[src/rtl/mem_arbiter_pkg.sv]
// -----------------------------------------------------------------------------
// mem_arbiter_pkg
// Shared definitions for the instruction/data memory arbiter.
//   arb_state_t : arbiter FSM encoding (idle, fetch granted, data granted)
// -----------------------------------------------------------------------------
package mem_arbiter_pkg;

    typedef enum logic [1:0] {
        ARB_IDLE    = 2'd0,
        ARB_GRANT_I = 2'd1,
        ARB_GRANT_D = 2'd2
    } arb_state_t;

endpackage : mem_arbiter_pkg

[src/rtl/mem_arbiter.sv]
// -----------------------------------------------------------------------------
// mem_arbiter
// Shares one single-port, variable-latency memory between the core's
// instruction-fetch port (i_*) and data port (d_*). One transaction is
// outstanding at a time. Data accesses win arbitration unless a fetch has been
// waiting through MAX_STREAK consecutive data grants. Each response returns to
// its requester as a one-cycle valid pulse. All outputs come straight from
// flops.
//
// Ports
//   clk, reset                : clock, asynchronous active-high reset
//   i_req / i_address         : fetch request, held until i_data_valid
//   i_data_read/i_data_valid  : fetched word and completion pulse
//   d_req / d_address         : data request, held until d_data_valid
//   d_data_write/d_write_enable : store data, 1 = store / 0 = load
//   d_data_read/d_data_valid  : load data and completion pulse
//   m_req/m_address/m_wdata/m_we : memory request, held until m_ack
//   m_rdata/m_ack             : memory read data and single-cycle completion
// -----------------------------------------------------------------------------
module mem_arbiter
    import mem_arbiter_pkg::*;
#(
    parameter int AW         = 32,
    parameter int DW         = 32,
    parameter int MAX_STREAK = 4
) (
    input  logic          clk,
    input  logic          reset,
    input  logic          i_req,
    input  logic [AW-1:0] i_address,
    output logic [DW-1:0] i_data_read,
    output logic          i_data_valid,
    input  logic          d_req,
    input  logic [AW-1:0] d_address,
    input  logic [DW-1:0] d_data_write,
    input  logic          d_write_enable,
    output logic [DW-1:0] d_data_read,
    output logic          d_data_valid,
    output logic          m_req,
    output logic [AW-1:0] m_address,
    output logic [DW-1:0] m_wdata,
    output logic          m_we,
    input  logic [DW-1:0] m_rdata,
    input  logic          m_ack
);

    localparam int SW = $clog2(MAX_STREAK + 1);
    localparam logic [SW-1:0] STREAK_MAX = SW'(MAX_STREAK);

    arb_state_t    state_q, state_d;
    logic [SW-1:0] streak_q, streak_d;
    logic          m_req_q, m_req_d;
    logic [AW-1:0] m_address_q, m_address_d;
    logic [DW-1:0] m_wdata_q, m_wdata_d;
    logic          m_we_q, m_we_d;
    logic [DW-1:0] i_data_read_q, i_data_read_d;
    logic          i_data_valid_q, i_data_valid_d;
    logic [DW-1:0] d_data_read_q, d_data_read_d;
    logic          d_data_valid_q, d_data_valid_d;

    // A requester's req is still high in its own valid cycle; mask it there so
    // the finished access is not granted a second time.
    logic i_eff_s;
    logic d_eff_s;
    logic grant_d_s;
    logic grant_i_s;

    // Arbitration decision: data first, unless the waiting fetch hit the streak cap.
    always_comb begin
        i_eff_s   = i_req && !i_data_valid_q;
        d_eff_s   = d_req && !d_data_valid_q;
        grant_d_s = d_eff_s && !(i_eff_s && (streak_q == STREAK_MAX));
        grant_i_s = !grant_d_s && i_eff_s;
    end

    // Next-state logic for the FSM, memory request registers, streak and responses.
    always_comb begin
        state_d        = state_q;
        streak_d       = streak_q;
        m_req_d        = m_req_q;
        m_address_d    = m_address_q;
        m_wdata_d      = m_wdata_q;
        m_we_d         = m_we_q;
        i_data_read_d  = i_data_read_q;
        i_data_valid_d = 1'b0;
        d_data_read_d  = d_data_read_q;
        d_data_valid_d = 1'b0;

        case (state_q)
            ARB_IDLE: begin
                // m_ack arriving here (e.g. from an access abandoned by reset) is ignored.
                if (grant_d_s) begin
                    state_d     = ARB_GRANT_D;
                    m_req_d     = 1'b1;
                    m_address_d = d_address;
                    m_wdata_d   = d_data_write;
                    m_we_d      = d_write_enable;
                    if (i_req) begin
                        if (streak_q == STREAK_MAX) begin
                            streak_d = streak_q;
                        end else begin
                            streak_d = streak_q + SW'(1);
                        end
                    end else begin
                        streak_d = '0;
                    end
                end else if (grant_i_s) begin
                    state_d     = ARB_GRANT_I;
                    m_req_d     = 1'b1;
                    m_address_d = i_address;
                    m_wdata_d   = '0;
                    m_we_d      = 1'b0;
                    streak_d    = '0;
                end else begin
                    state_d = ARB_IDLE;
                end
            end
            ARB_GRANT_I: begin
                if (m_ack) begin
                    state_d        = ARB_IDLE;
                    m_req_d        = 1'b0;
                    i_data_read_d  = m_rdata;
                    i_data_valid_d = 1'b1;
                end else begin
                    state_d = ARB_GRANT_I;
                end
            end
            ARB_GRANT_D: begin
                if (m_ack) begin
                    state_d        = ARB_IDLE;
                    m_req_d        = 1'b0;
                    d_data_valid_d = 1'b1;
                    // Stores return no data; keep the last load result visible.
                    if (!m_we_q) begin
                        d_data_read_d = m_rdata;
                    end else begin
                        d_data_read_d = d_data_read_q;
                    end
                end else begin
                    state_d = ARB_GRANT_D;
                end
            end
            default: begin
                state_d = ARB_IDLE;
                m_req_d = 1'b0;
            end
        endcase
    end

    // State and output registers; reset abandons any in-flight access.
    always_ff @(posedge clk or posedge reset) begin
        if (reset) begin
            state_q        <= ARB_IDLE;
            streak_q       <= '0;
            m_req_q        <= 1'b0;
            m_address_q    <= '0;
            m_wdata_q      <= '0;
            m_we_q         <= 1'b0;
            i_data_read_q  <= '0;
            i_data_valid_q <= 1'b0;
            d_data_read_q  <= '0;
            d_data_valid_q <= 1'b0;
        end else begin
            state_q        <= state_d;
            streak_q       <= streak_d;
            m_req_q        <= m_req_d;
            m_address_q    <= m_address_d;
            m_wdata_q      <= m_wdata_d;
            m_we_q         <= m_we_d;
            i_data_read_q  <= i_data_read_d;
            i_data_valid_q <= i_data_valid_d;
            d_data_read_q  <= d_data_read_d;
            d_data_valid_q <= d_data_valid_d;
        end
    end

    assign m_req        = m_req_q;
    assign m_address    = m_address_q;
    assign m_wdata      = m_wdata_q;
    assign m_we         = m_we_q;
    assign i_data_read  = i_data_read_q;
    assign i_data_valid = i_data_valid_q;
    assign d_data_read  = d_data_read_q;
    assign d_data_valid = d_data_valid_q;

endmodule : mem_arbiter

[config.mk]
export PLATFORM = sky130hd
export DESIGN_NAME = mem_arbiter
export DESIGN_NICKNAME = d
export VERILOG_FILES = /design/src/rtl/mem_arbiter_pkg.sv /design/src/rtl/mem_arbiter.sv
export SDC_FILE = /design/constraint.sdc
export NUM_CORES = 1
export LEC_CHECK = 0
export CORE_MARGIN = 2
export CORE_UTILIZATION = 24
export CTS_CLUSTER_SIZE = 8
export DETAILED_ROUTE_END_ITERATION = 8
export SYNTH_ARGS = -nofsm -noshare
export SYNTH_HDL_FRONTEND = slang
export SYNTH_SLANG_ARGS = --single-unit
export TNS_END_PERCENT = 30
[constraint.sdc]
create_clock -name clk -period 10 [get_ports clk]
set_clock_uncertainty 0.15 [all_clocks]
set_input_delay 1 -clock clk [delete_from_list [all_inputs] [get_ports clk]]
set_output_delay 1 -clock clk [all_outputs]
set_load 0.02 [all_outputs]
# == Word-level counts from Yosys, hierarchy flattened ==
# Cells that the tools add are included.
# Widths: inputs -> output; s select.
# word_totals
mem_bits_rw,0
memories,0
output_inout_bits,132
wordCells,57
mem_bits_ro,0
latch_bits,0
reg_bits,137
inputBits,134
# classes
shifts,0
n_reduce_logical,17
bitwise,1
add_sub_neg,1
n_mux,22
n_eq_ne,6
mul,0
div_mod_pow,0
n_lt_le_gt_ge,0
# ops
operator,n
$mux 32,4
$mux 3,4
$mux 1,10
$ne 3x3->1 const B,2
$pmux 2 s3,1
$reduce_and 2->1,3
$reduce_and 3->1,2
$logic_and 1x1->1,5
$logic_not 1->1,4
$mux 2,2
$add 3x1->3 const B,1
$eq 3x3->1 const B,1
$eq 2x1->1 const B,1
$eq 2x2->1 const B,1
$logic_not 2->1,1
$ne 2x1->1 const B,1
$pmux 1 s2,1
$reduce_bool 2->1,1
$reduce_or 2->1,1
$not 1->1,1

# == Longest topological paths before layout ==
# Gate-level depths: netlist of run 1.
# logic_depth
depth_word,10
ltp_mapped,7
ltp_nobuf,5

# == Worst setup path before layout of run 1 ==
# No wires, ideal clock.
# synth_path
kind,input port to flip-flop
start,in m_ack
end,reg d_data_read_q[11] (netlist: d_data_read[11])
setup_time_ns,0.125
setup_slack_ns,7.826
n_path_buf,2
stages,5
arrival_ns,1.899
cell_sequence,and2_1 -> nand2b_1 -> clkbuf_1 -> buf_4 -> mux2_2
# synth_between
elab_chain_cells,1
# synth_rtl
element,line_no,text
start: declaration,mem_arbiter.sv:44,input logic m_ack
$reduce_and 3->1 (no source line),-,
end signal: assignment,mem_arbiter.sv:172,d_data_read_q <= d_data_read_d;
end: declaration,mem_arbiter.sv:58,"logic [DW-1:0] d_data_read_q, d_data_read_d;"
# Every way passes these cells.
# A chain may end at the register's enable or synchronous reset.

# == Worst setup path after layout of run 1 ==
# layout_path
start,in d_req
end,reg m_address_q[30] (netlist: m_address[30])
# layout_between
elab_chain_cells,6
word_cells_on_any_way,7
cone_classes,mux (1); reduce/logical (6)
# layout_rtl
element,line_no,text
start: declaration,mem_arbiter.sv:33,"input logic d_req,"
$logic_and 1x1->1 *,mem_arbiter.sv:71,d_eff_s = d_req && !d_data_valid_q;
$logic_and 1x1->1 *,mem_arbiter.sv:72,grant_d_s = d_eff_s && !(i_eff_s && (streak_q == STREAK_MAX));
$logic_not 1->1,mem_arbiter.sv:73,grant_i_s = !grant_d_s && i_eff_s;
$logic_and 1x1->1,mem_arbiter.sv:73,
$reduce_bool 2->1 (no source line),-,
$reduce_and 2->1 (no source line),-,
end signal: assignment,mem_arbiter.sv:167,m_address_q <= m_address_d;
end: declaration,mem_arbiter.sv:53,"logic [AW-1:0] m_address_q, m_address_d;"
# Mark *: on every way between the ends. The rest lies on a longest branch, timed or not.

==> summary.txt, run 1 <==
Worst setup path
  – Critical path peak fanout: 68
  – Crit path largest cell delay: 0.47 ns
  – Startpoint types: input port
  – Endpoint class of the critical path: flip-flop
  – Critical Path, Cell by Cell: clkdlybuf4s50_1 > buf_4 > nand2b_4 > a21oi_4 > buf_4 > a2bb2oi_1
  – Flop-to-flop setup slack: 7.47 ns
  – Critical Path RT: 10.18 ns
  – Most Frequent Cell on Critical Path: buf_4
  – Crit Path Category: input port to flip-flop
  – Slowest cell on crit path: buf_4
  – Arrival time at the worst endpoint: 3.43 ns

Die
  – Die width: 166 um
  – Core area: around 0.026 sq mm
  – Initial core utilization: between 20% and 30%
  – # rows: between 50 and 60
  – Die Area: 0.0275 sq mm
  – Die Span Y: about 170 um
  – Number of placed I/O pins: 266

Yosys
  – Number of synthesis warnings: 0
  – Post-synthesis mux area share: between 10% and 20%
  – Net Count, Synth: around 600
  – Count of different cell masters after synthesis: 39
  – Syn avg cell area: 14.0 sq um
  – Post-synth EDFFs: 0
  – Largest family of logic cells by synthesized area: compound AO/OA/AOI/OAI gates
  – Synthesized instance count: 450
  – Post-synthesis register bit count: approximately 140
  – Post-Synth Adder-Cell Area: about 1.2%
  – Post-synthesis compound-gate area fraction: 21.4%
  – Synth Area in Simple Gates: under 10%
  – XOR/XNOR Fraction of Synth Area: 0%
  – Primary FF master, synth: dfrtp_1
  – Synth async-reset ratio: between 90% and 100%
  – Synth Cell Area: 0.00629 sq mm
  – Seq/Total Area, Yosys: a little over half

Detailed routing
  – Vias per cell: 4.66
  – Starting DRT DRC Count: 415
  – DR vias: 4888
  – Drt pass-1 iters: 4
  – Remaining DRCs: 0
  – Routed Antenna Nets: 0
  – Final wirelength: between 15000 and 20000 um
  – Wirelength per Cell: 18.1 um

Timing
  – Peak Freq: 308 MHz
  – Least-Margin Pin Slew: 0.999 ns
  – Setup violators final: 0
  – Setup TNS: 0 ns
  – Worst slew margin: 33.4%
  – RSZ-0062 raised after global routing: no
  – Tcrit/Tclk final: 32.5%
  – Slew Limit Fails: 0
  – Final Hold Fails: 0
  – Tmin final: approximately 3.2 ns

Clocking
  – CTS HTree Levels: 4
  – Post_cts resized: 0
  – Root Driver: clkbuf_16
  – Reg clk slew, reported paths: roughly 0.06 ns
  – Worst-Skew Late Latency: 0.41 ns
  – Clk sinks: 137
  – Post-CTS Setup Inserts: 0
  – CTS Hold Buffers Added: 0
  – CTS tree: yes
  – Max Root-Sink Buffers: 2
  – Cts bufs inserted: 17

Cells and area
  – Design Area, Final: 0.00977 sq mm
  – Most common cell after layout, fill and taps aside: clkdlybuf4s50_1
  – Filler instances: 2506
  – Layout cells sized above 1: between 20% and 30%
  – Net count, final: 841
  – Syn-to-layout area delta: 55.4%
  – Final std cells w/o fill: 1050
  – Most frequent cells in the layout: clkdlybuf4s50_1 (265), dfrtp_1 (137), mux2_2 (64)

Placement
  – Hpwl dp: 12600 um
  – RePlAce Congestion: about 0.73
  – Placed Area: 0.00917 sq mm
  – IO Port Bufs: approximately 270
  – Placed Cells: 1017

GRT
  – First-pass GRT wire length: around 30000 um
  – Overflow after GRT: 0
  – Initial antenna violation count: 1
  – Vias in the first global route: 5072
  – GR Util All Layers: 13.7%
  – Largest net degree at the start of global routing: 76

Power
  – VDD IR max: 151 uV
  – Switch Pwr: about 0.0012 W
  – Reg power frac: ~30%
  – Pwr Density: 335 mW/mm^2
  – Cell-internal power: 0.00206 W
  – Leak pwr: around 4.0 nW
  – Net Sw Frac: 37.1%
  – Clk pwr share: 19.7%
  – Combinational share of power: 50.4%

Job
  – Max Cap Viol: 0

Min path
  – Hold WC Path Type: flip-flop to flip-flop

Outcome
  – Status: finished, final reports clean
cell type report:
class	count	area (sq um)	area share, %
Antenna cell	1	2.50	0.0256
Clock buffer	18	429	4.39
Clock inverter	14	164	1.68
Inverter	8	35.0	0.359
Multi-Input combinational cell	262	2560	26.2
Sequential cell	137	3430	35.1
Tap cell	335	419	4.29
Timing Repair Buffer	275	2730	27.9
kinds of logic after synthesis:
logic type,after synthesis
AOI/OAI and AO/OA,142
DFF,137
muxes,65
buffers and inverters,51
and+or+nand+nor,49
adders and majority gates,6
worst max-delay path, delay by kind of cell:
kind                   cells  cell delay [ns]
buffers and inverters      3             1.26
AOI/OAI and AO/OA          2             0.61
and+or+nand+nor            1             0.46
flip-flops by register name, indices dropped and copies added (netlist names):
signal / count
m_req: 1
m_wdata: 32
m_we: 1
streak_q: 3
m_address: 32
i_data_read: 32
i_data_valid: 1
d_data_valid: 1
state_q: 2
d_data_read: 32
power groups by stage:
stage	clock network (W)	logic [W]	registers (W)
CTS	0.000665	0.00167	0.000981
floorplan	0	0.000656	0.00129
finish	0.000644	0.00165	0.000978
global placement	0	0.00166	0.000978
global route	0.000690	0.00175	0.00101
detailed placement	0	0.00166	0.000983
Yosys cell counts, types with 2 or more instances:
library cell / instances / area [sq um]
ha_1: 6 / 75.1
nand3_1: 2 / 10.0
nand2b_1: 4 / 25.0
a2bb2oi_1: 3 / 26.3
clkbuf_1: 13 / 48.8
inv_1: 7 / 26.3
mux2_2: 64 / 721
buf_4: 3 / 22.5
nand2_1: 2 / 7.51
o21ai_1: 5 / 25.0
a221oi_1: 24 / 210
nor2b_1: 2 / 12.5
buf_6: 10 / 113
a22o_1: 34 / 298
and3b_1: 32 / 280
dfrtp_1: 137 / 3430
a221oi_2: 8 / 120
a21oi_1: 3 / 15.0
a2bb2oi_2: 29 / 435
o21ai_0: 27 / 135
o211ai_1: 2 / 15.0
buf_2: 16 / 80.1
final timing paths:
check                             endpoint         start  cells after the start
max in group asynchronous  i_data_read[28]         reset                      3
min                            m_wdata[25]   m_wdata[25]                      1
min reg2reg                    m_wdata[25]   m_wdata[25]                      1
max                          m_address[30]         d_req                      6
max reg2reg                  m_address[30]  d_data_valid                      5
min in group asynchronous  i_data_read[22]         reset                      2
per-layer routing:
layer	wire, um	track usage [%]	share of wire [%]
met5	0	0	0
met4	159	3.52	0.84
met3	1650	5.48	8.7
met2	8220	19.6	43
met1	8930	19.2	47
metrics by stage:
step           util, %  power, W  hold WS [ns]  worst slack, ns
3_5_place_dp      35.4   0.00265         0.335             6.33
2_1_floorplan        -   0.00194         0.350             5.18
4_1_cts           37.7   0.00332         0.354             6.77
6_report          37.7   0.00327         0.349             6.75
5_1_grt           37.7   0.00345         0.364             6.59
3_3_place_gp      35.4   0.00263         0.333             6.34
No activity file was read; power rests on OpenSTA's default activity.
==> run 2, diff against run 1 <==
Clock period 10 ns to 2.88 ns, I/O delays scaled along.
==> summary.txt, run 2 (same netlist as run 1, synthesis figures left out) <==
Detailed routing
  – DR vias: 4966
  – Wirelength per Cell: 18.1 um
  – Vias per cell: 4.70
  – Starting DRT DRC Count: 270
  – Drt pass-1 iters: 4
  – Routed Antenna Nets: 0
  – Final wirelength: about 19000 um
  – Remaining DRCs: 0

Outcome
  – Status: finished, final reports clean

Worst setup path
  – RR Endpoint: m_address[28]
  – Critical path peak fanout: 20
  – Critical Path RT: 2.44 ns
  – Crit path buffers/inverters: 2
  – Crit Path Category: flip-flop to output port
  – FF-to-FF Start: state_q[0]
  – Reg2reg path depth: 6
  – Critical path origin: d_data_valid
  – Slowest cell on crit path: dfrtp_1
  – Arrival time at the worst endpoint: between 2 and 2.5 ns
  – Crit path largest cell delay: 0.71 ns
  – Startpoint types: flip-flop
  – Critical Path, Cell by Cell: buf_4 > clkdlybuf4s50_1
  – Top delay family on crit path: buffers and inverters
  – Endpoint class of the critical path: output port
  – Flop-to-flop setup slack: 0.71 ns

Min path
  – Hold WC Path Type: input port to async pin

Timing
  – Hold WS: 0.184 ns
  – Tcrit/Tclk final: 85.7%
  – Slew Limit Fails: 0
  – Peak Freq: 405 MHz
  – Worst slew margin: 60.8%
  – RSZ-0062 raised after global routing: no
  – Final Hold Fails: 0
  – Setup violators final: 0
  – Setup TNS: 0 ns
  – Tmin final: 2.47 ns
  – Least-Margin Pin Slew: ~0.59 ns

GRT
  – Initial antenna violation count: 1
  – Overflow after GRT: 0
  – First-pass GRT wire length: 30500 um
  – Vias in the first global route: a little over 5000
  – GR Util All Layers: 14.0%
  – Largest net degree at the start of global routing: just under 80

Die
  – Die width: roughly 170 um
  – # rows: 59
  – Core area: 0.0259 sq mm
  – Number of placed I/O pins: roughly 270
  – Die Span Y: 166 um
  – Die Area: between 0.02 and 0.03 sq mm
  – Initial core utilization: 24.3%

Clocking
  – CTS HTree Levels: 4
  – Max Root-Sink Buffers: 2
  – Reg clk slew, reported paths: 0.07 ns
  – CTS Hold Buffers Added: 0
  – Worst-Skew Late Latency: 0.41 ns
  – Root Driver: clkbuf_16
  – Post-CTS Setup Inserts: 0
  – Cts bufs inserted: 17
  – Clk sinks: 137
  – CTS tree: yes
  – Post_cts resized: 0

Cells and area
  – Layout cells sized above 1: 22.0%
  – Ant diodes: 0
  – Filler instances: ~2500
  – Most common cell after layout, fill and taps aside: clkdlybuf4s50_1
  – Final std cells w/o fill: 1057
  – Syn-to-layout area delta: 57.3%
  – Most frequent cells in the layout: clkdlybuf4s50_1 (265), dfrtp_1 (137), mux2_2 (64)
  – Net count, final: 850

Power
  – Pwr Density: 1160 mW/mm^2
  – VDD IR max: around 550 uV
  – Leak pwr: 4.06 nW
  – Overall power: 0.0115 W

Job
  – Max Cap Viol: 0

Placement
  – Placed Cells: 1026
  – Hpwl dp: roughly 13000 um
  – IO Port Bufs: approximately 270
  – RePlAce Congestion: between 0.7 and 0.8
[run 2: cell types whose count changed in the layout (fill, tap and decap cells not counted)]
| cell | delta |
|---|---|
| inv_6 | -3 |
| clkinvlp_4 | +1 |
| bufinv_16 | +1 |
| clkinv_2 | +1 |
| diode_2 | -1 |
| buf_4 | +6 |
| inv_8 | -1 |
| buf_12 | +3 |
| clkbuf_8 | +1 |
| clkbuf_1 | -1 |
[run 2: worst reg2reg max path, cell delays in order, from the launching register on]
cell and delay (ns):
dfrtp_1 0.40, inv_1 0.09, ha_1 0.32, inv_2 0.20, a21oi_4 0.46, buf_12 0.27, a2bb2oi_1 0.20
[run 2: area by class of cell]
type	instances	area (sq um)	area share (%)
multi-input cells	262	2560	25.9
well taps	335	419	4.24
repair buffers	284	2830	28.7
flip-flops and latches	137	3430	34.7
clock buffers	18	439	4.44
inverters	8	33.8	0.342
clock inverters	13	170	1.72
[run 2: routing by layer]
layer	track usage (%)	up-vias	routed length [um]	part of all wire, %
met1	18.3	2504	8430	44
met2	21.0	210	8650	45
li1	-	2238	-	-
met3	6.41	12	1830	9.6
met5	0	-	12	0.063
met4	3.48	2	176	0.92
[run 2: stage by stage]
step | utilization, % | worst slack (ns) | instance area, sq um
6_report | 38.2 | 0.410 | 9890
5_1_grt | 38.2 | 0.264 | 9890
4_1_cts | 38.2 | 0.303 | 9890
3_5_place_dp | 35.8 | 0.653 | 9280
3_3_place_gp | 35.8 | 0.666 | 9280
2_1_floorplan | - | 0.735 | 6290
[run 2: how the worst max path moves through the flow]
stage,to,depth (start not counted)
after global routing,d_data_valid,2
after global placement,m_address[29],5
final,d_data_valid,2
after detailed placement,m_address[28],5
after CTS,d_data_valid,2
after floorplan,d_data_read[0],1
[run 2: power breakdown]
part / total (W) / switching (W) / internal, W
Combinational: 0.00577 / 0.00273 / 0.00304
Clock: 0.00228 / 0.000892 / 0.00139
Sequential: 0.00342 / 0.000566 / 0.00285
Total: 0.0115 / 0.00419 / 0.00728
